<file path="src/rtl/game_of_life_top_if.sv">
// ============================================================================
// Module      : game_of_life_top_if
// Description : Control, programming-button and display bundle for the
//               Game of Life engine.
// Revision    : 1.0 - initial release
// ============================================================================
`default_nettype none

interface game_of_life_top_if #(
    parameter int ROWS = 7,
    parameter int COLS = 7
);
    logic                   in_stop;
    logic                   in_prgm;
    logic                   in_pp;
    logic                   in_btn0;
    logic                   in_btn1;
    logic [1:0]             out_game_state;
    logic [ROWS*COLS-1:0]   out_grid;

    modport master (
        output in_stop, in_prgm, in_pp, in_btn0, in_btn1,
        input  out_game_state, out_grid
    );

    modport slave (
        input  in_stop, in_prgm, in_pp, in_btn0, in_btn1,
        output out_game_state, out_grid
    );
endinterface

`default_nettype wire

</file>
<file path="src/rtl/game_of_life_top.sv">
// ============================================================================
// Module      : game_of_life_top
// Description : ROWSxCOLS Conway Game of Life engine with serial cell
//               programming and stop/program/play/pause control.
// Revision    : 1.0 - initial release
// ============================================================================
`default_nettype none

module game_of_life_top #(
    parameter int ROWS = 7,
    parameter int COLS = 7
) (
    input  wire logic           in_clka,
    input  wire logic           in_rst_n,
    game_of_life_top_if.slave   bus
);

    localparam int N     = ROWS * COLS;
    localparam int PTR_W = (N > 1) ? $clog2(N) : 1;
    localparam int PC    = COLS + 2;
    localparam int PR    = ROWS + 2;
    localparam logic [PTR_W-1:0] C_PTR_LAST = PTR_W'(N - 1);

    typedef enum logic [1:0] {
        ST_STOP    = 2'b00,
        ST_PROGRAM = 2'b01,
        ST_PLAY    = 2'b10,
        ST_PAUSE   = 2'b11
    } state_t;

    state_t             state_q, state_d;
    logic [N-1:0]       grid_q, grid_d;
    logic [PTR_W-1:0]   ptr_q, ptr_d;
    logic               pp_q;
    logic               pp_rise;
    logic [N-1:0]       next_gen;
    logic [PR*PC-1:0]   pad;

    assign pp_rise = bus.in_pp & ~pp_q;

    // Dead border ring around the grid so edge cells see no wrap-around.
    always_comb begin
        pad = '0;
        for (int r = 0; r < ROWS; r++) begin
            for (int c = 0; c < COLS; c++) begin
                pad[(r + 1) * PC + (c + 1)] = grid_q[r * COLS + c];
            end
        end
    end

    for (genvar r = 0; r < ROWS; r++) begin : g_row
        for (genvar c = 0; c < COLS; c++) begin : g_col
            localparam int P = (r + 1) * PC + (c + 1);
            logic [3:0] nbr_cnt;

            assign nbr_cnt = 4'(pad[P - PC - 1]) + 4'(pad[P - PC]) + 4'(pad[P - PC + 1])
                           + 4'(pad[P - 1])                        + 4'(pad[P + 1])
                           + 4'(pad[P + PC - 1]) + 4'(pad[P + PC]) + 4'(pad[P + PC + 1]);

            assign next_gen[r * COLS + c] = (nbr_cnt == 4'd3) |
                                            (grid_q[r * COLS + c] & (nbr_cnt == 4'd2));
        end
    end

    always_comb begin
        state_d = state_q;
        grid_d  = grid_q;
        ptr_d   = ptr_q;

        if (bus.in_stop) begin
            state_d = ST_STOP;
            grid_d  = '0;
            ptr_d   = '0;
        end else begin
            unique case (state_q)
                ST_STOP: begin
                    if (bus.in_prgm) begin
                        state_d = ST_PROGRAM;
                        ptr_d   = '0;
                    end
                end
                ST_PROGRAM: begin
                    if (pp_rise) begin
                        state_d = ST_PLAY;
                    end else if (bus.in_btn0 ^ bus.in_btn1) begin
                        grid_d[ptr_q] = bus.in_btn1;
                        ptr_d         = (ptr_q == C_PTR_LAST) ? '0 : ptr_q + 1'b1;
                    end
                end
                ST_PLAY: begin
                    if (pp_rise) begin
                        state_d = ST_PAUSE;
                    end else begin
                        grid_d = next_gen;
                    end
                end
                ST_PAUSE: begin
                    // Play takes precedence; re-programming keeps the frozen grid.
                    if (pp_rise) begin
                        state_d = ST_PLAY;
                    end else if (bus.in_prgm) begin
                        state_d = ST_PROGRAM;
                        ptr_d   = '0;
                    end
                end
                default: state_d = ST_STOP;
            endcase
        end
    end

    always_ff @(posedge in_clka) begin
        if (!in_rst_n) begin
            state_q <= ST_STOP;
            grid_q  <= '0;
            ptr_q   <= '0;
            pp_q    <= 1'b0;
        end else begin
            state_q <= state_d;
            grid_q  <= grid_d;
            ptr_q   <= ptr_d;
            pp_q    <= bus.in_pp;
        end
    end

    assign bus.out_game_state = state_q;
    assign bus.out_grid       = grid_q;

endmodule

`default_nettype wire

</file>
<file path="src/flat_wrapper.sv">
// flat-port wrapper written by rule: the top's interface ports become plain ports
module game_of_life_top_flat 
#(
    parameter int ROWS = 7,
    parameter int COLS = 7
)
  (in_clka, in_rst_n, bus_in_stop, bus_in_prgm, bus_in_pp, bus_in_btn0, bus_in_btn1, bus_out_game_state, bus_out_grid);
  game_of_life_top_if #(.ROWS(ROWS), .COLS(COLS)) bus_i ();
  input  wire logic in_clka;
  input  wire logic in_rst_n;
  input wire logic [$bits(bus_i.in_stop)-1:0] bus_in_stop;
  input wire logic [$bits(bus_i.in_prgm)-1:0] bus_in_prgm;
  input wire logic [$bits(bus_i.in_pp)-1:0] bus_in_pp;
  input wire logic [$bits(bus_i.in_btn0)-1:0] bus_in_btn0;
  input wire logic [$bits(bus_i.in_btn1)-1:0] bus_in_btn1;
  output wire logic [$bits(bus_i.out_game_state)-1:0] bus_out_game_state;
  output wire logic [$bits(bus_i.out_grid)-1:0] bus_out_grid;
  assign bus_i.in_stop = bus_in_stop;
  assign bus_i.in_prgm = bus_in_prgm;
  assign bus_i.in_pp = bus_in_pp;
  assign bus_i.in_btn0 = bus_in_btn0;
  assign bus_i.in_btn1 = bus_in_btn1;
  assign bus_out_game_state = bus_i.out_game_state;
  assign bus_out_grid = bus_i.out_grid;
  game_of_life_top #(.ROWS(ROWS), .COLS(COLS)) u_core (.in_clka(in_clka), .in_rst_n(in_rst_n), .bus(bus_i));
endmodule
</file>
<file path="config.mk">
export PLATFORM = sky130hd
export DESIGN_NAME = game_of_life_top_flat
export DESIGN_NICKNAME = d
export VERILOG_FILES = /design/src/rtl/game_of_life_top_if.sv /design/src/rtl/game_of_life_top.sv /design/src/flat_wrapper.sv
export SDC_FILE = /design/constraint.sdc
export NUM_CORES = 1
export LEC_CHECK = 0
export BUFFER_PORTS_ARGS = -buffer_cell sky130_fd_sc_hd__buf_2
export CAP_MARGIN = 20
export CELL_PAD_IN_SITES_DETAIL_PLACEMENT = 0
export CELL_PAD_IN_SITES_GLOBAL_PLACEMENT = 1
export CORE_ASPECT_RATIO = 1.25
export CORE_MARGIN = 2
export CORE_UTILIZATION = 52
export CTS_CLUSTER_DIAMETER = 100
export DETAILED_ROUTE_END_ITERATION = 10
export MAX_ROUTING_LAYER = met4
export PLACE_DENSITY = 0.91
export SETUP_SLACK_MARGIN = 0.5
export SLEW_MARGIN = 20
export SYNTH_ARGS = -nofsm -noshare
export SYNTH_HDL_FRONTEND = slang
export SYNTH_SLANG_ARGS = --single-unit
</file>
<file path="constraint.sdc">
create_clock -name in_clka -period 9.7 [get_ports in_clka]
set_input_delay 0.485 -clock in_clka [delete_from_list [all_inputs] [get_ports in_clka]]
set_output_delay 0.485 -clock in_clka [all_outputs]
set_load 0.05 [all_outputs]
</file>
==> metrics.yaml <==
timing:
  post-route-period-util_pct: 38.50
  skew_ns: 0.01459
  setup-tns-final_ns: 0
  hold_viol: 0
  count_of_final_max_slew_check_failures: 0
  rsz0062_at_grt: "false"
  timing.slew.headroom_pct: 21.17
  worst_slew_pin_slew_ns: 1.173
  final_setup_slack_of_the_worst_path_ns: 5.966
  finalSetupViolCount: 0
  max_fclk_ghz: 0.2678
  min_period_ns: 3.734
logic_synthesis:
  async_flop_share_pct: 0
  syn-cell-area_um2: 9455
  postSynthCellCount: 1106
  number_of_flip_flops_and_latches_in_the_synthesized_netlist: 58
  seq_total_area_yosys_pct: 12.28
  syn_avg_cell_area_um2: 8.549
  number_of_synthesized_flops_with_an_enable_pin: 0
  synth-main-ff-cell: "dfxtp_1"
  netlist-cell-type-count: 42
  ys.warnings.count: 0
  synth_fp_nets: 1380
critical_path:
  timing.critical_path.from: "u_core.bus.out_grid[24]"
  crit_chain: "inv_1, fa_1, fa_1, inv_1, fa_1, inv_1, fa_1, a2111oi_0, a21oi_1, or4_1, a311oi_1"
  reg2reg_slack_ns: 5.97
  critPathRequiredTime_ns: 9.96
  worst_ep_arrival_time_ns: 3.99
  cpMaxStageDelayCell: "dfxtp_1"
  worst_r2r_startpoint: "u_core.bus.out_grid[24]"
  timing.critical_path.from_type: "flop"
  crit_fanout: 8
  path_class: "flop to flop"
  worst_path_most_repeated_cell: "fa_1"
  longest_individual_stage_delay_on_the_worst_path_ns: 0.57
  end_kind: "flop"
clocking:
  numCtsBuffers: 9
  master_cell_of_the_clock_root_buffer: "clkbuf_16"
  cts_resized: 0
  ctsLongestPathBuffers: 2
  holdBufCountCts: 0
  cts_setup_buffers: 0
  cts_num_sinks: 58
  path_clk_slew_ns: 0.06
  worst_skew_pair.late_latency_ns: 0.35
  cts.htree.levels: 3
  cts_tree: "built"
place:
  place.port_buffers: 57
  detailed_place_hpwl_um: 19840
  placed_cell_area_um2: 9925
  pre_cts_ws_ns: 5.994
  placedCellCount: 1360
  gp_congestion: 0.9142
run:
  drv.max_cap_violation_count: 0
die:
  dieArea_um2: 19280
  die_h_um: 154.8
  placementRows: 55
  core-area_um2: 17960
  initial_core_util_pct: 52.64
  chip_width_um: 124.6
  floorplan.io_pins: 58
global_route:
  groute.usage.overall_pct: 28.34
  grt_pass1_wl_um: 42170
  vias_in_the_first_global_route: 8076
  globalRoute.totalOverflow: 0
  grt_start_max_net_pins: 86
  antenna_found_initial: 0
layout:
  mostFrequentLayoutCells: "inv_1 (266), fa_1 (144), ha_1 (123), nor2_1 (79), o21ai_0 (59)"
  finish.cell_count_without_fillers: 1376
  finish.net_count: 1417
  antenna_cells: 0
  area_growth_syn_to_layout_pct: 8.402
  finish.instance_area_um2: 10250
  drive_gt1_share_pct: 8.275
  layout.cells.most_common: "inv_1"
power_and_ir_drop:
  p_leak_nw: 4.894
  p_total_mw: 0.6433
  pwr_density_cell_nw_per_um2: 62.76
  vdd_ir_drop_max_mv: 0.07724
worst_hold_path:
  worst_hold_path_type: "input pin to flop"
  hold_path_startpoint: "bus_in_pp"
route:
  first_pass_iters: 5
  total_routed_wirelength_um: 25670
  post_drt_wl_per_cell_um: 18.65
  routed_via_count_divided_by_cell_count: 5.730
  dr_total_vias: 7885
  drt_iter0_drc: 519
  drtAntennaViolNets: 0
  drc_errors: 0
run_status:
  outcome: "finished, final reports clean"
power by group:
part	switching, mW	total, mW	internal, mW
Combinational	0.0296	0.0411	0.0115
Sequential	0.00228	0.242	0.239
Clock	0.129	0.361	0.231
Total	0.161	0.643	0.482
worst max-delay path, delay by kind of cell (launching register included):
family / cells / cell delay, ns
flip-flops: 1 / 0.57
buffers and inverters: 3 / 0.40
AND/OR/NAND/NOR: 1 / 0.48
adder cells (fa/ha/maj): 4 / 1.54
AO/OA/AOI/OAI: 3 / 0.67
state kept, by name, indices dropped and copies added (netlist names):
| name | flops |
|---|---|
| u_core.bus.out_game_state | 2 |
| u_core.bus.out_grid | 49 |
| u_core.pp_q | 1 |
| u_core.ptr_q | 6 |
metrics by stage:
stage | util (%) | hold WS (ns)
2_1_floorplan | - | 0.6067
3_3_place_gp | 55.26 | 0.5289
3_5_place_dp | 55.26 | 0.5476
4_1_cts | 57.04 | 0.3519
5_1_grt | 57.07 | 0.3741
6_report | 57.07 | 0.3481
worst paths after layout:
kind,to,depth (start not counted)
max,u_core.bus.out_grid[23],11
min,u_core.pp_q,2
max reg2reg,u_core.bus.out_grid[23],11
min reg2reg,u_core.bus.out_grid[48],2
layout make-up:
class	count	area, um2
fillers	1645	7711
multi-input cells	743	7139
flip-flops and latches	58	1161
inverters	266	998.5
repair buffers	65	345.3
well taps	228	285.3
clock buffers	11	242.7
clock inverters	5	77.57
Yosys cell counts, types with 3 or more instances:
cell type / n / area [um2]
inv_1: 266 / 998.5
fa_1: 144 / 2883
ha_1: 123 / 1539
nor2_1: 81 / 304.0
o21ai_0: 59 / 295.3
dfxtp_1: 58 / 1161
a211oi_1: 51 / 382.9
a21oi_1: 45 / 225.2
nor3_1: 42 / 210.2
nand2_1: 30 / 112.6
nand3_1: 30 / 150.1
clkbuf_1: 23 / 86.33
nor3b_1: 15 / 112.6
a31oi_1: 13 / 81.33
nor2b_1: 13 / 81.33
a2111oi_0: 11 / 96.34
nand2b_1: 10 / 62.56
nor4_1: 9 / 56.30
buf_2: 8 / 40.04
o31ai_1: 8 / 60.06
a311oi_1: 7 / 61.31
mux2i_1: 7 / 70.07
o211ai_1: 7 / 52.55
buf_1: 6 / 22.52
or2_2: 5 / 31.28
or3_1: 5 / 31.28
a32oi_1: 3 / 26.28
nand3b_1: 3 / 22.52
or4_1: 3 / 22.52
cell families (layout without fill, tap and decap cells):
kind of cell	count (synthesis)	in the layout	share of synthesized area (%)
xor+xnor	1	1	0.09265
simple gates	256	256	13.43
mux	8	8	0.8602
compound gates	211	211	14.20
fa+ha+maj	267	267	46.76
flops	58	58	12.28
buf+inv	305	347	12.37
per-layer routing:
| metal | global-route usage, % | part of all wire (%) | up-vias |
|---|---|---|---|
| met5 | - | 0 | - |
| met4 | 11.88 | 3.8 | 0 |
| met3 | 3.494 | 5.8 | 72 |
| met2 | 47.72 | 49 | 269 |
| met1 | 34.61 | 41 | 3838 |
| li1 | - | - | 3706 |
Note: power is estimated with default switching activity, not from simulation.
